### src/rtl/afifo_wptr_full_pkg.sv
// rtl/afifo_wptr_full_pkg.sv - shared async-FIFO helpers for the write and read pointer blocks
package afifo_wptr_full_pkg;

  function automatic int clog2s(input int value);
    int r;
    r = 0;
    for (int i = 0; i < 31; i++) begin
      if ((1 << i) < value) r = i + 1;
    end
    return r;
  endfunction

  function automatic logic [31:0] bin2gray(input logic [31:0] b);
    return b ^ (b >> 1);
  endfunction

  // Upper bits of a narrower pointer are zero-extended, so the 32-bit prefix XOR stays correct.
  function automatic logic [31:0] gray2bin(input logic [31:0] g);
    logic [31:0] b;
    b[31] = g[31];
    for (int i = 30; i >= 0; i--) begin
      b[i] = b[i+1] ^ g[i];
    end
    return b;
  endfunction

endpackage

### src/rtl/afifo_sync.sv
// rtl/afifo_sync.sv - multi-flop synchronizer with async active-low reset, shared by both FIFO pointer blocks
module afifo_sync #(
  parameter int WIDTH  = 1,
  parameter int STAGES = 2
) (
  input  logic             clk_i,
  input  logic             rstn_i,
  input  logic [WIDTH-1:0] d_i,
  output logic [WIDTH-1:0] q_o
);

  logic [WIDTH-1:0] sync_q [STAGES];

  always_ff @(posedge clk_i or negedge rstn_i) begin
    if (!rstn_i) begin
      for (int i = 0; i < STAGES; i++) sync_q[i] <= '0;
    end else begin
      sync_q[0] <= d_i;
      for (int i = 1; i < STAGES; i++) sync_q[i] <= sync_q[i-1];
    end
  end

  assign q_o = sync_q[STAGES-1];

endmodule

### src/rtl/afifo_wptr_full.sv
// rtl/afifo_wptr_full.sv - async FIFO write pointer, full/overflow flags; AFIFO_WR_LEVEL_EN adds level and almost-full
module afifo_wptr_full
  import afifo_wptr_full_pkg::*;
#(
  parameter int FIFO_DEPTH      = 16,
  parameter int SYNC_STAGES     = 2,
  parameter int ALMOST_FULL_THR = FIFO_DEPTH - 2,
  localparam int ADDR_WIDTH     = clog2s(FIFO_DEPTH),
  localparam int PTR_WIDTH      = ADDR_WIDTH + 1
) (
  input  logic                  wr_clk_i,
  input  logic                  rstn_wr_i,
  input  logic                  wr_req_i,
  input  logic [PTR_WIDTH-1:0]  rd_ptr_gray_i,
  input  logic                  wr_ovf_clr_i,
  output logic                  wr_en_o,
  output logic [ADDR_WIDTH-1:0] wr_addr_o,
  output logic [PTR_WIDTH-1:0]  wr_ptr_gray_o,
  output logic                  wr_full_o,
  output logic                  wr_almost_full_o,
  output logic [PTR_WIDTH-1:0]  wr_level_o,
  output logic                  wr_overflow_o
);

  if ((FIFO_DEPTH < 4) || ((FIFO_DEPTH & (FIFO_DEPTH - 1)) != 0)) begin : g_bad_depth
    $error("afifo_wptr_full: FIFO_DEPTH must be a power of two >= 4");
  end
  if ((SYNC_STAGES < 2) || (SYNC_STAGES > 4)) begin : g_bad_sync
    $error("afifo_wptr_full: SYNC_STAGES must be 2..4");
  end
  if ((ALMOST_FULL_THR < 1) || (ALMOST_FULL_THR > FIFO_DEPTH)) begin : g_bad_thr
    $error("afifo_wptr_full: ALMOST_FULL_THR must be 1..FIFO_DEPTH");
  end

  logic [PTR_WIDTH-1:0] wbin;
  logic [PTR_WIDTH-1:0] wbin_next;
  logic [PTR_WIDTH-1:0] wgray_next;
  logic [PTR_WIDTH-1:0] rgray_s;
  logic [PTR_WIDTH-1:0] full_cmp;

  afifo_sync #(
    .WIDTH  (PTR_WIDTH),
    .STAGES (SYNC_STAGES)
  ) u_rptr_sync (
    .clk_i  (wr_clk_i),
    .rstn_i (rstn_wr_i),
    .d_i    (rd_ptr_gray_i),
    .q_o    (rgray_s)
  );

  assign wr_en_o    = wr_req_i & ~wr_full_o;
  assign wr_addr_o  = wbin[ADDR_WIDTH-1:0];
  assign wbin_next  = wbin + PTR_WIDTH'(wr_en_o);
  assign wgray_next = PTR_WIDTH'(bin2gray(32'(wbin_next)));
  // Full when the write pointer has lapped the read pointer: top two Gray bits inverted, rest equal.
  assign full_cmp   = {~rgray_s[PTR_WIDTH-1:PTR_WIDTH-2], rgray_s[PTR_WIDTH-3:0]};

  always_ff @(posedge wr_clk_i or negedge rstn_wr_i) begin
    if (!rstn_wr_i) begin
      wbin          <= '0;
      wr_ptr_gray_o <= '0;
      wr_full_o     <= 1'b0;
      wr_overflow_o <= 1'b0;
    end else begin
      wbin          <= wbin_next;
      wr_ptr_gray_o <= wgray_next;
      wr_full_o     <= (wgray_next == full_cmp);
      if (wr_req_i && wr_full_o) begin
        wr_overflow_o <= 1'b1;
      end else if (wr_ovf_clr_i) begin
        wr_overflow_o <= 1'b0;
      end
    end
  end

`ifdef AFIFO_WR_LEVEL_EN
  localparam logic [PTR_WIDTH-1:0] AF_THR = PTR_WIDTH'(ALMOST_FULL_THR);

  logic [PTR_WIDTH-1:0] rbin_s;
  logic [PTR_WIDTH-1:0] level_next;

  assign rbin_s     = PTR_WIDTH'(gray2bin(32'(rgray_s)));
  assign level_next = wbin_next - rbin_s;

  always_ff @(posedge wr_clk_i or negedge rstn_wr_i) begin
    if (!rstn_wr_i) begin
      wr_level_o       <= '0;
      wr_almost_full_o <= 1'b0;
    end else begin
      wr_level_o       <= level_next;
      wr_almost_full_o <= (level_next >= AF_THR);
    end
  end
`else
  assign wr_level_o       = '0;
  assign wr_almost_full_o = 1'b0;
`endif

endmodule

### config.mk
export PLATFORM = sky130hd
export DESIGN_NAME = afifo_wptr_full
export DESIGN_NICKNAME = d
export VERILOG_FILES = /design/src/rtl/afifo_wptr_full_pkg.sv /design/src/rtl/afifo_sync.sv /design/src/rtl/afifo_wptr_full.sv
export SDC_FILE = /design/constraint.sdc
export NUM_CORES = 1
export LEC_CHECK = 0
export CAP_MARGIN = 40
export CELL_PAD_IN_SITES_DETAIL_PLACEMENT = 1
export CELL_PAD_IN_SITES_GLOBAL_PLACEMENT = 2
export CORE_ASPECT_RATIO = 1.75
export CORE_UTILIZATION = 26
export CTS_CLUSTER_SIZE = 20
export DETAILED_ROUTE_END_ITERATION = 12
export PLACE_DENSITY = 0.82
export SYNTH_ARGS = -nofsm -noshare
export SYNTH_HDL_FRONTEND = slang
export SYNTH_SLANG_ARGS = --single-unit
### constraint.sdc
create_clock -name wr_clk_i -period 1.88 [get_ports wr_clk_i]
set_input_delay 0.376 -clock wr_clk_i [delete_from_list [all_inputs] [get_ports wr_clk_i]]
set_output_delay 0.376 -clock wr_clk_i [all_outputs]
set_load 0.01 [all_outputs]
# Word-level counts from Yosys, hierarchy flattened
# Index checks and enable logic that the tools add are counted.
[classes]
n_reduce_logical = 2
bitwise_logic = 4
mux = 2
n_addsub = 1
n_eq_ne = 1
[ops]
columns = ["operator", "n"]
rows = [
  ["$add A5 B1 Y5", 1],
  ["$eq A5 B5 Y1", 1],
  ["$xor A5 B4 Y5", 1],
  ["$mux W1", 2],
  ["$not A2 Y2", 1],
  ["$reduce_bool A2 Y1", 1],
  ["$and A1 B1 Y1", 1],
  ["$logic_and A1 B1 Y1", 1],
  ["$not A1 Y1", 1],
]
[totals]
inputBits = 9
regBits = 22
out_inout_bits = 18

# Depth between registers and ports, before layout
# Gate-level depths: netlist of the first run.
[logic_depth]
depth_word = 5
depth_mapped = 7

# Hierarchy
# Synthesis of the first run repeated with hierarchy kept, for this count alone.
[hier_totals]
hier_cells = 63
area_unflattened_um2 = 855.8
[by_module_without_submodules]
columns = ["module", "n_inst", "area_each_um2", "cells_per_inst"]
rows = [
  ["afifo_wptr_full", 1, 568.0, 48],
  ["afifo_sync", 1, 287.8, 15],
]

# Least setup slack after synthesis of the first run
# OpenSTA, ideal clock, no wires.
[synth_path]
path_kind = "register -> register"
start = "register wr_full_o"
end = "register wr_full_o"
path_stages_with_launch = 8
arrival_ns = 1.927
path_slack_ns = -0.148
setup_time_ns = 0.101
required_ns = 1.779
cell_sequence = "dfrtp_1 -> nor2b_1 -> ha_1 -> ha_1 -> xor2_1 -> xnor2_1 -> mux2i_1 -> nor4_1"
[synth_via]
elab_chain_len = 5
[synth_lines]
columns = ["element", "line_no", "source"]
rows = [
  ["start, declared", "afifo_wptr_full.sv:19", "output logic wr_full_o,"],
  ["start signal, assigned", "afifo_wptr_full.sv:67", "wr_full_o <= (wgray_next == full_cmp);"],
  ["$not A1 Y1", "afifo_wptr_full.sv:51", "assign wr_en_o = wr_req_i & ~wr_full_o;"],
  ["$and A1 B1 Y1", "afifo_wptr_full.sv:51", ""],
  ["net wr_en_o", "afifo_wptr_full.sv:16", "output logic wr_en_o,"],
  ["$add A5 B1 Y5", "afifo_wptr_full.sv:53", "assign wbin_next = wbin + PTR_WIDTH'(wr_en_o);"],
  ["net wbin_next[2]", "afifo_wptr_full.sv:36", "logic [PTR_WIDTH-1:0] wbin_next;"],
  ["$xor A5 B4 Y5", "afifo_wptr_full_pkg.sv:14", "return b ^ (b >> 1);"],
  ["$eq A5 B5 Y1", "afifo_wptr_full.sv:67", ""],
]
# The timed path passes the listed nets, and every way through them passes these cells.
# A chain may end at the register's enable or synchronous reset.

# Worst setup path in the final report of the first run
[layout_path]
start = "register wr_full_o"
end = "register wr_full_o"
[layout_via]
elab_chain_len = 5
[layout_lines]
columns = ["element", "line_no"]
rows = [
  ["$not A1 Y1", "afifo_wptr_full.sv:51"],
  ["$and A1 B1 Y1", "afifo_wptr_full.sv:51"],
  ["$add A5 B1 Y5", "afifo_wptr_full.sv:53"],
  ["$xor A5 B4 Y5", "afifo_wptr_full_pkg.sv:14"],
  ["$eq A5 B5 Y1", "afifo_wptr_full.sv:67"],
]
# Every way passes these cells.

==> results.toml, run 1 <==
[placed_design]
pre_cts_ws_ns = -0.448
gp_congestion = 0.675
portBuffers = 20
place_inst = 129
dp_hpwl_um = 1100

[detailed_routing]
viasPerCell = 4.05
drt_iter0_drc = 5
wl_um = 1550
drc = 0
vias = 547
ant_nets = 0
post_drt_wl_per_cell_um = 11.5
first_pass_iters = 3

[clock_network]
cts_buffer_depth = 2
cts_buffers = 3
cts-htree-levels = 1
cts.clk_slew.worst_paths_ns = 0.07
cts_tree = "yes"
clk_latency_ns = 0.26
clock-root-buffer = "clkbuf_8"
clock_sinks = 21

[critical_path]
r2r-start = "wr_full_o"
critPathKind = "flop to flop"
reg2reg_depth = 7
worstSetupEndpointType = "flop"
cp_max_fo = 5
cp.arrival_ns = 1.99
ff2ff_setup_slack_ns = 0.04
worstReg2RegEnd = "wr_full_o"
worst_setup_path_start_kind = "flop"
critical_path_required_ns = 2.04

[sta]
finalHoldViolations = 0
clock-skew-final_ns = 0.00140
setup_viol = 0
period_needed_ns = 1.84
maxSlewViolCount = 0
fmax_mhz = 545
setup_ws_ns = 0.0437
period_share = 0.977

[die]
die_area_um2 = 3380
dieWidth_um = 44.4
core_area_um2 = 2960
start_util = 0.276
die_h_um = 76.2
rows = 26
pin_count = 27

[logic_synthesis]
synth_cell_type_count = 21
synth.area.top_cells = "dfrtp_1 (64%), xnor2_1 (7.5%), xor2_1 (6.4%)"
syn_area_um2 = 818
ys_seq_area_frac = 0.642
yosysTopAreaCell = "dfrtp_1"
synth_top_area_share = 0.642
syn_inst = 58
ys_seq_elements = 21
synth_warnings = 0
avgSynthCellArea_um2 = 14.1

[global_routing]
gr-total-overflow = 0
grt_max_degree = 22
antenna_found_initial = 0
grt_usage = 0.112
grt_pass1_vias = 579
grt_pass1_wl_um = 2640

[finish]
drive_gt1_frac = 0.247
fillers = 321
areaGrowthSynthToFinish_pct = 50.0
diodes = 0
final_common_cell = "dfrtp_1"
fin_util = 0.415
final_cell_mix = "dfrtp_1 (21), clkdlybuf4s50_1 (18), buf_4 (12)"
final_cells = 135
fin_nets = 105

[job]
drv_cap = 0

[hold_path]
holdPathEnd = "u_rptr_sync.q_o[4]"
min_path_type = "flop to flop"
worstHoldStart = "u_rptr_sync.sync_q[9]"
worstHoldPathCells = 0

[power_and_ir_drop]
powerDensity_nw_per_um2 = 1760
p_leak_uw = 0.000545
vdd_drop_max_mv = 0.643

[status]
status = "finished, final reports clean"
## final cells by class
cell class	count	area (um^2)	share of cell area
inverters	1	3.75	0.00306
multi-input cells	35	309	0.252
clock buffers	4	45.0	0.0367
repair buffers	32	292	0.238
well taps	42	52.6	0.0428
flip-flops and latches	21	526	0.428
## cells in the mapped netlist, drive strengths merged
cell,number
mux2i,1
and2,1
o21ai,1
o22ai,1
buf,6
nand2,1
nand4,1
conb,1
xnor2,8
nor4,1
ha,2
nor2b,1
inv,1
nand3,1
nor2,1
xor2,6
a21boi,2
dfrtp,21
and3,1
## state kept, by name (all words and copies together), names as in the netlist
signal / count
u_rptr_sync.q_o: 5
u_rptr_sync.sync_q: 5
wbin: 5
wr_full_o: 1
wr_overflow_o: 1
wr_ptr_gray_o: 4
## layer usage
metal | share of wire | wire, um | up-vias | GRT usage
li1 | - | - | 244 | -
met1 | 0.34 | 522 | 281 | 0.118
met2 | 0.59 | 914 | 17 | 0.187
met3 | 0.042 | 65 | 5 | 0.0284
met4 | 0.033 | 52 | 0 | 0.0727
met5 | 0 | 0 | - | 0
## critical path, cell delays in order (launching register included)
cell	delay [ns]
dfrtp_1	0.44
nor2b_4	0.07
ha_4	0.17
ha_4	0.18
a21boi_0	0.29
o22ai_2	0.13
xnor2_1	0.15
nor4_1	0.29
## power by group
part | total, uW | internal (uW) | switching (uW)
registers | 713 | 586 | 127
clock network | 296 | 151 | 144
logic | 1150 | 702 | 444
total | 2150 | 1440 | 715
## repair_timing
action,in CTS,in global routing
hold buffers,0,0
pin swaps,0,4
setup endpoints to repair,2,2
resized for setup,2,5
setup buffers,0,2
## kinds of logic (layout without fill, tap and decap cells)
kind of cell | count (synthesis) | after routing | share of synthesized area
flip-flops | 21 | 21 | 0.642
XOR/XNOR | 14 | 14 | 0.159
AND/OR/NAND/NOR | 8 | 8 | 0.0551
buffers and inverters | 7 | 37 | 0.0596
AO/OA/AOI/OAI | 4 | 4 | 0.0367
adder cells (fa/ha/maj) | 2 | 2 | 0.0306
other | 1 | 6 | 0.00458
multiplexers | 1 | 1 | 0.0122
## how the worst max path moves through the flow
stage                   start         to  depth (start not counted)
global route        wr_full_o  wr_full_o                          7
detailed placement   wr_req_i  wr_full_o                          8
global placement     wr_req_i  wr_full_o                          8
CTS                  wr_req_i  wr_full_o                          8
floorplan           wr_full_o  wr_full_o                          7
finish              wr_full_o  wr_full_o                          7
## stage by stage
stage	power, uW	cell area, um^2	hold WS [ns]	TNS (ns)
final	2150	1230	0.352	0
after global routing	2320	1230	0.365	-0.00819
after CTS	2080	1190	0.356	-0.137
after detailed placement	1750	1130	0.337	-1.20
after global placement	1710	1130	0.332	-0.924
after floorplan	1210	850	0.0804	0
(Power assumes the default switching activity.)
==> run 2, diff against run 1 <==
- CAP_MARGIN: 40 -> 20
==> results of run 2 <==
No change in the layout: final DEF, timing and power equal those of run 1.
==> run 3, diff against run 2 <==
- GPL_ROUTABILITY_DRIVEN: default -> 0
==> results of run 3 <==
No change in the layout: final DEF, timing and power equal those of run 1.
